==> src/rtl/inst_fetch_ctrl.sv <==
// Instruction fetch sequencer: drives the instruction-memory address, buffers returned
// words in a small prefetch FIFO and presents them to decode with their PC over valid/ready.
module inst_fetch_ctrl #(
   parameter int                    INST_WIDTH = 32,
   parameter int                    ADDR_WIDTH = 16,
   parameter logic [ADDR_WIDTH-1:0] RESET_PC   = '0,
   parameter int                    FIFO_DEPTH = 2
) (
   input  logic                  clk,
   input  logic                  rst_n,
   output logic [ADDR_WIDTH-1:0] imem_addr,
   input  logic [INST_WIDTH-1:0] imem_data,
   input  logic                  redirect_valid,
   input  logic [ADDR_WIDTH-1:0] redirect_pc,
   output logic                  out_valid,
   input  logic                  out_ready,
   output logic [INST_WIDTH-1:0] out_inst,
   output logic [ADDR_WIDTH-1:0] out_pc,
   output logic                  out_fault,
   output logic                  fetch_busy
);

   // The head entry lives in its own register so out_* come straight from flops;
   // the remaining FIFO_DEPTH-1 slots form a shift-down tail behind it.
   localparam int TAIL_DEPTH = FIFO_DEPTH - 1;
   localparam int CNT_W      = $clog2(FIFO_DEPTH + 1);

   typedef enum logic {
      ST_FETCH,
      ST_FAULT
   } state_t;

   typedef struct packed {
      logic [INST_WIDTH-1:0] inst;
      logic [ADDR_WIDTH-1:0] pc;
      logic                  fault;
   } entry_t;

   state_t                state_reg, state_next;
   logic [ADDR_WIDTH-1:0] fetch_pc_reg, fetch_pc_next;
   entry_t                head_reg, head_next;
   logic                  head_valid_reg, head_valid_next;
   entry_t                tail_reg  [TAIL_DEPTH];
   entry_t                tail_next [TAIL_DEPTH];
   logic [CNT_W-1:0]      tail_cnt_reg, tail_cnt_next;

   logic [CNT_W-1:0]      count;
   logic                  pop;
   logic                  push;
   logic                  head_free;
   logic                  redirect_aligned;
   entry_t                push_entry;
   entry_t                fault_entry;

   assign count            = tail_cnt_reg + CNT_W'(head_valid_reg);
   assign pop              = head_valid_reg & out_ready;
   assign head_free        = ~head_valid_reg | pop;
   assign redirect_aligned = (redirect_pc[1:0] == 2'b00);
   assign push             = (state_reg == ST_FETCH) & ~redirect_valid
                             & ((count < CNT_W'(FIFO_DEPTH)) | pop);
   assign push_entry       = {imem_data, fetch_pc_reg, 1'b0};
   assign fault_entry      = {{INST_WIDTH{1'b0}}, redirect_pc, 1'b1};

   always_comb begin
      state_next      = state_reg;
      fetch_pc_next   = fetch_pc_reg;
      head_next       = head_reg;
      head_valid_next = head_valid_reg;
      tail_next       = tail_reg;
      tail_cnt_next   = tail_cnt_reg;

      if (redirect_valid) begin
         // Redirect wins over push and pop: everything buffered is dropped.
         tail_cnt_next = '0;
         if (redirect_aligned) begin
            state_next      = ST_FETCH;
            fetch_pc_next   = redirect_pc;
            head_valid_next = 1'b0;
         end else begin
            state_next      = ST_FAULT;
            head_next       = fault_entry;
            head_valid_next = 1'b1;
         end
      end else begin
         if (push) begin
            fetch_pc_next = fetch_pc_reg + ADDR_WIDTH'(4);
         end

         if (head_free) begin
            if (tail_cnt_reg != '0) begin
               head_next       = tail_reg[0];
               head_valid_next = 1'b1;
               for (int i = 0; i < TAIL_DEPTH - 1; i++) begin
                  tail_next[i] = tail_reg[i + 1];
               end
               if (push) begin
                  for (int i = 0; i < TAIL_DEPTH; i++) begin
                     if (CNT_W'(i) == tail_cnt_reg - 1'b1) begin
                        tail_next[i] = push_entry;
                     end
                  end
               end else begin
                  tail_cnt_next = tail_cnt_reg - 1'b1;
               end
            end else if (push) begin
               head_next       = push_entry;
               head_valid_next = 1'b1;
            end else begin
               // Head values are left as-is so out_inst/out_pc hold their last value.
               head_valid_next = 1'b0;
            end
         end else if (push) begin
            for (int i = 0; i < TAIL_DEPTH; i++) begin
               if (CNT_W'(i) == tail_cnt_reg) begin
                  tail_next[i] = push_entry;
               end
            end
            tail_cnt_next = tail_cnt_reg + 1'b1;
         end
      end
   end

   always_ff @(posedge clk) begin
      if (!rst_n) begin
         state_reg      <= ST_FETCH;
         fetch_pc_reg   <= RESET_PC;
         head_reg       <= '0;
         head_valid_reg <= 1'b0;
         tail_cnt_reg   <= '0;
         for (int i = 0; i < TAIL_DEPTH; i++) begin
            tail_reg[i] <= '0;
         end
      end else begin
         state_reg      <= state_next;
         fetch_pc_reg   <= fetch_pc_next;
         head_reg       <= head_next;
         head_valid_reg <= head_valid_next;
         tail_cnt_reg   <= tail_cnt_next;
         for (int i = 0; i < TAIL_DEPTH; i++) begin
            tail_reg[i] <= tail_next[i];
         end
      end
   end

   assign imem_addr  = fetch_pc_reg;
   assign out_valid  = head_valid_reg;
   assign out_inst   = head_reg.inst;
   assign out_pc     = head_reg.pc;
   assign out_fault  = head_reg.fault;
   assign fetch_busy = (state_reg == ST_FETCH) & (count < CNT_W'(FIFO_DEPTH));

endmodule

==> config.mk <==
export PLATFORM = sky130hd
export DESIGN_NAME = inst_fetch_ctrl
export DESIGN_NICKNAME = d
export VERILOG_FILES = /design/src/rtl/inst_fetch_ctrl.sv
export SDC_FILE = /design/constraint.sdc
export NUM_CORES = 1
export LEC_CHECK = 0
export BUFFER_PORTS_ARGS = -buffer_cell sky130_fd_sc_hd__buf_2
export CAP_MARGIN = 20
export CORE_UTILIZATION = 46
export CTS_CLUSTER_SIZE = 24
export DETAILED_ROUTE_END_ITERATION = 10
export GPL_TIMING_DRIVEN = 0
export PLACE_DENSITY_LB_ADDON = 0.08
export SLEW_MARGIN = 0
export SYNTH_ARGS = -nofsm -noshare
export SYNTH_HDL_FRONTEND = slang
export SYNTH_SLANG_ARGS = --single-unit
==> constraint.sdc <==
create_clock -name clk -period 3.8 [get_ports clk]
set_clock_uncertainty 0.15 [all_clocks]
set_input_delay 0.38 -clock clk [delete_from_list [all_inputs] [get_ports clk]]
set_output_delay 0.38 -clock clk [all_outputs]
set_load 0.05 [all_outputs]
==> summary.txt <==
Final WL: 16500 microns
Synth Area in Compound Gates: 21.8%
Largest cells by area after synthesis: dfxtp_1, nand2_1, mux2i_1
Worst Path Arrival: 2.90 ns
Critical Path Source Type: register
EDFF count, synth: 0
Yosys top cell area share: 43.5%
Yosys cell types: 55
Headroom to the max-slew limit: 39.9%
RSZ-0062 raised after global routing: false
Initial antenna violation count: 0
Gpl congestion: 0.894
Ys flop type: dfxtp_1
Post-CTS Hold Fix Bufs: 0
Vias in the first global route: 4931
Post-synthesis cell count: 644
Tmin final: 2.71 ns
Count leader, synth: nand2_1
HPWL after DPL: 11800 microns
Max reg flops: 48
Power per cell area: 517 nW/um^2
Hold Vio Cnt, Final: 0
Total GRT Usage: 27.6%
Largest family of logic cells by synthesized area: compound AO/OA/AOI/OAI gates
Worst Hold Class: in -> reg
# Post-CTS Setup Buffers: 0
Post-Layout Cell Count: 935
Yosys top cell by area: dfxtp_1
Worst reg2reg path startpoint: tail_cnt_reg[1]$_SDFFE_PP0P_
Inserted Clock Buffers: 17
Final Max Tran Viols: 0
Initial drt markers: 423
Initial Util: 47.2%
Post-cts sizing count: 0
Area Growth Syn to Fin: 24.4%
Finish-stage setup viols: 0
Diodes inserted: 0
CP endpoint kind: register
Status: completed
Die area: 12200 sq um
Post-Synth XOR/XNOR Area: 0.325%
TNS Setup: 0 ns
Core area: 11400 sq um
Synth Area in Adders: 0.697%
FF+latch count, synth: 117
Fin nets: 835
Detailed Routing Iterations Pass 1: 5
CTS root buf: clkbuf_16
H-tree depth: 4
Syn Nets: 699
Std cell rows: 39
Critical path peak fanout: 10
Clk Latency, worst-skew pair: 0.41 ns
Post-Syn Area per Cell: 8.37 sq um
Total power: 3460 uW
Post-route DRC: 0
I/O pin count: 119
Clock Tree Buf Depth: 2
CTS tree: done
CTS Sinks: 117
Max Clock Freq: 369 MHz
Pin count of the biggest net entering global routing: 17
Max_cap viols: 0
Final Cycle Share: 71.3%
Peak supply drop: 357 uV
Leakage: 0.00296 uW
Layout cell share with drive strength beyond 1: 24.1%
Vias: 5404
CP required: 3.99 ns
Antenna viol nets, final: 0
Worst Tran Pin Value: 0.902 ns
First-pass GRT wire length: 25000 microns
R2R depth: 8
Worst-path clk slew: 0.05 ns
Die W: 110 microns
# port buffers: 117
Remaining global-route overflow: 0
Synthesis warning total: 0
Via/cell ratio: 5.78
Top cells by count, synth: nand2_1, dfxtp_1, a21oi_1, mux2i_1, clkbuf_1
Setup Crit Path Kind: reg -> reg
Post-synthesis mux area share: 9.31%
Sequential share of the synthesized area: 43.5%
Hold Path Depth: 3
Die H: 110 microns
Cell count after placement: 904
Asr flop ratio synth: 0%
Post-Syn Area: 5390 sq um
HP Start: imem_data[13]
Post-Synth Simple-Gate Area: 18.8%
R2r endpoint: out_pc[8]$_SDFFE_PN0P_
Flop-to-flop setup slack: 1.09 ns
WHS Endpoint: tail_reg[30]$_SDFFE_PN0P_
DR WL/cell: 17.6 microns
[report_power, final]
| group | total, uW | switching, uW | internal [uW] |
|---|---|---|---|
| clock | 1490 | 527 | 961 |
| sequential | 1330 | 40.5 | 1290 |
| combinational | 649 | 459 | 190 |
| total | 3460 | 1030 | 2440 |
[critical path, cell delays in order (launching register included)]
cell,delay [ns]
dfxtp_1,0.37
inv_1,0.14
ha_1,0.15
clkbuf_1,0.34
buf_1,0.68
mux2i_1,0.19
o21ai_0,0.34
nand3_1,0.12
a21oi_1,0.14
[logic make-up after synthesis]
| group | Yosys count |
|---|---|
| AND/OR/NAND/NOR | 225 |
| AO/OA/AOI/OAI | 180 |
| flip-flops | 117 |
| buffers and inverters | 67 |
| multiplexers | 50 |
| adder cells (fa/ha/maj) | 3 |
| XOR/XNOR | 2 |
[stage by stage]
stage | setup slack [ns] | instance area, sq um | hold WS, ns | util [%]
after floorplan | 1.54 | 5390 | 0.284 | -
after global placement | 1.14 | 6150 | 0.290 | 53.9
after CTS | 1.10 | 6700 | 0.0608 | 58.7
after global routing | 0.920 | 6700 | 0.0697 | 58.7
after detailed placement | 1.12 | 6150 | 0.296 | 53.9
final | 1.09 | 6700 | 0.0697 | 58.7
[per-layer routing]
layer / vias up / track usage (%) / wire length (microns)
met4: 0 / 12.2 / 371
li1: 2595 / - / -
met1: 2588 / 34.7 / 7310
met3: 31 / 6.64 / 917
met5: - / 0 / 0
met2: 190 / 45.0 / 7860
[layout make-up]
| type | count | area [sq um] |
|---|---|---|
| Buffer | 59 | 274 |
| Clock buffer | 27 | 503 |
| Timing Repair Buffer | 117 | 586 |
| Tap cell | 143 | 179 |
| Fill cell | 1061 | 4720 |
| Multi-Input combinational cell | 460 | 2740 |
| Inverter | 8 | 30.0 |
| Clock inverter | 4 | 45.0 |
| Sequential cell | 117 | 2340 |
[worst max path at each step]
stage,startpoint,to,slack (ns),cells past startpoint
finish,tail_cnt_reg[1]$_SDFFE_PP0P_,out_pc[8]$_SDFFE_PN0P_,1.09,8
global route,tail_cnt_reg[1]$_SDFFE_PP0P_,out_inst[27]$_SDFFE_PN0P_,0.92,8
CTS,tail_cnt_reg[1]$_SDFFE_PP0P_,out_pc[8]$_SDFFE_PN0P_,1.10,8
detailed placement,tail_cnt_reg[1]$_SDFFE_PP0P_,out_pc[8]$_SDFFE_PN0P_,1.12,8
global placement,tail_cnt_reg[1]$_SDFFE_PP0P_,out_pc[8]$_SDFFE_PN0P_,1.14,8
floorplan,out_valid$_SDFFE_PN0P_,tail_reg[16]$_SDFFE_PN0P_,1.54,7
[placed cells by master, fill, tap and decap left out, drive strengths merged, types with 5 or more instances in the layout]
cell type,Yosys,layout
nor3,6,6
nand3,10,10
buf,18,135
nand2,134,134
dfxtp,117,117
nor2,20,20
a21oi,73,73
nand2b,6,6
o21ai,31,31
a31oi,5,5
nor4,33,33
o2111ai,5,5
mux2i,49,49
clkbuf,41,68
a31o,32,32
inv,7,7
Power figures use the tool's default switching activity.
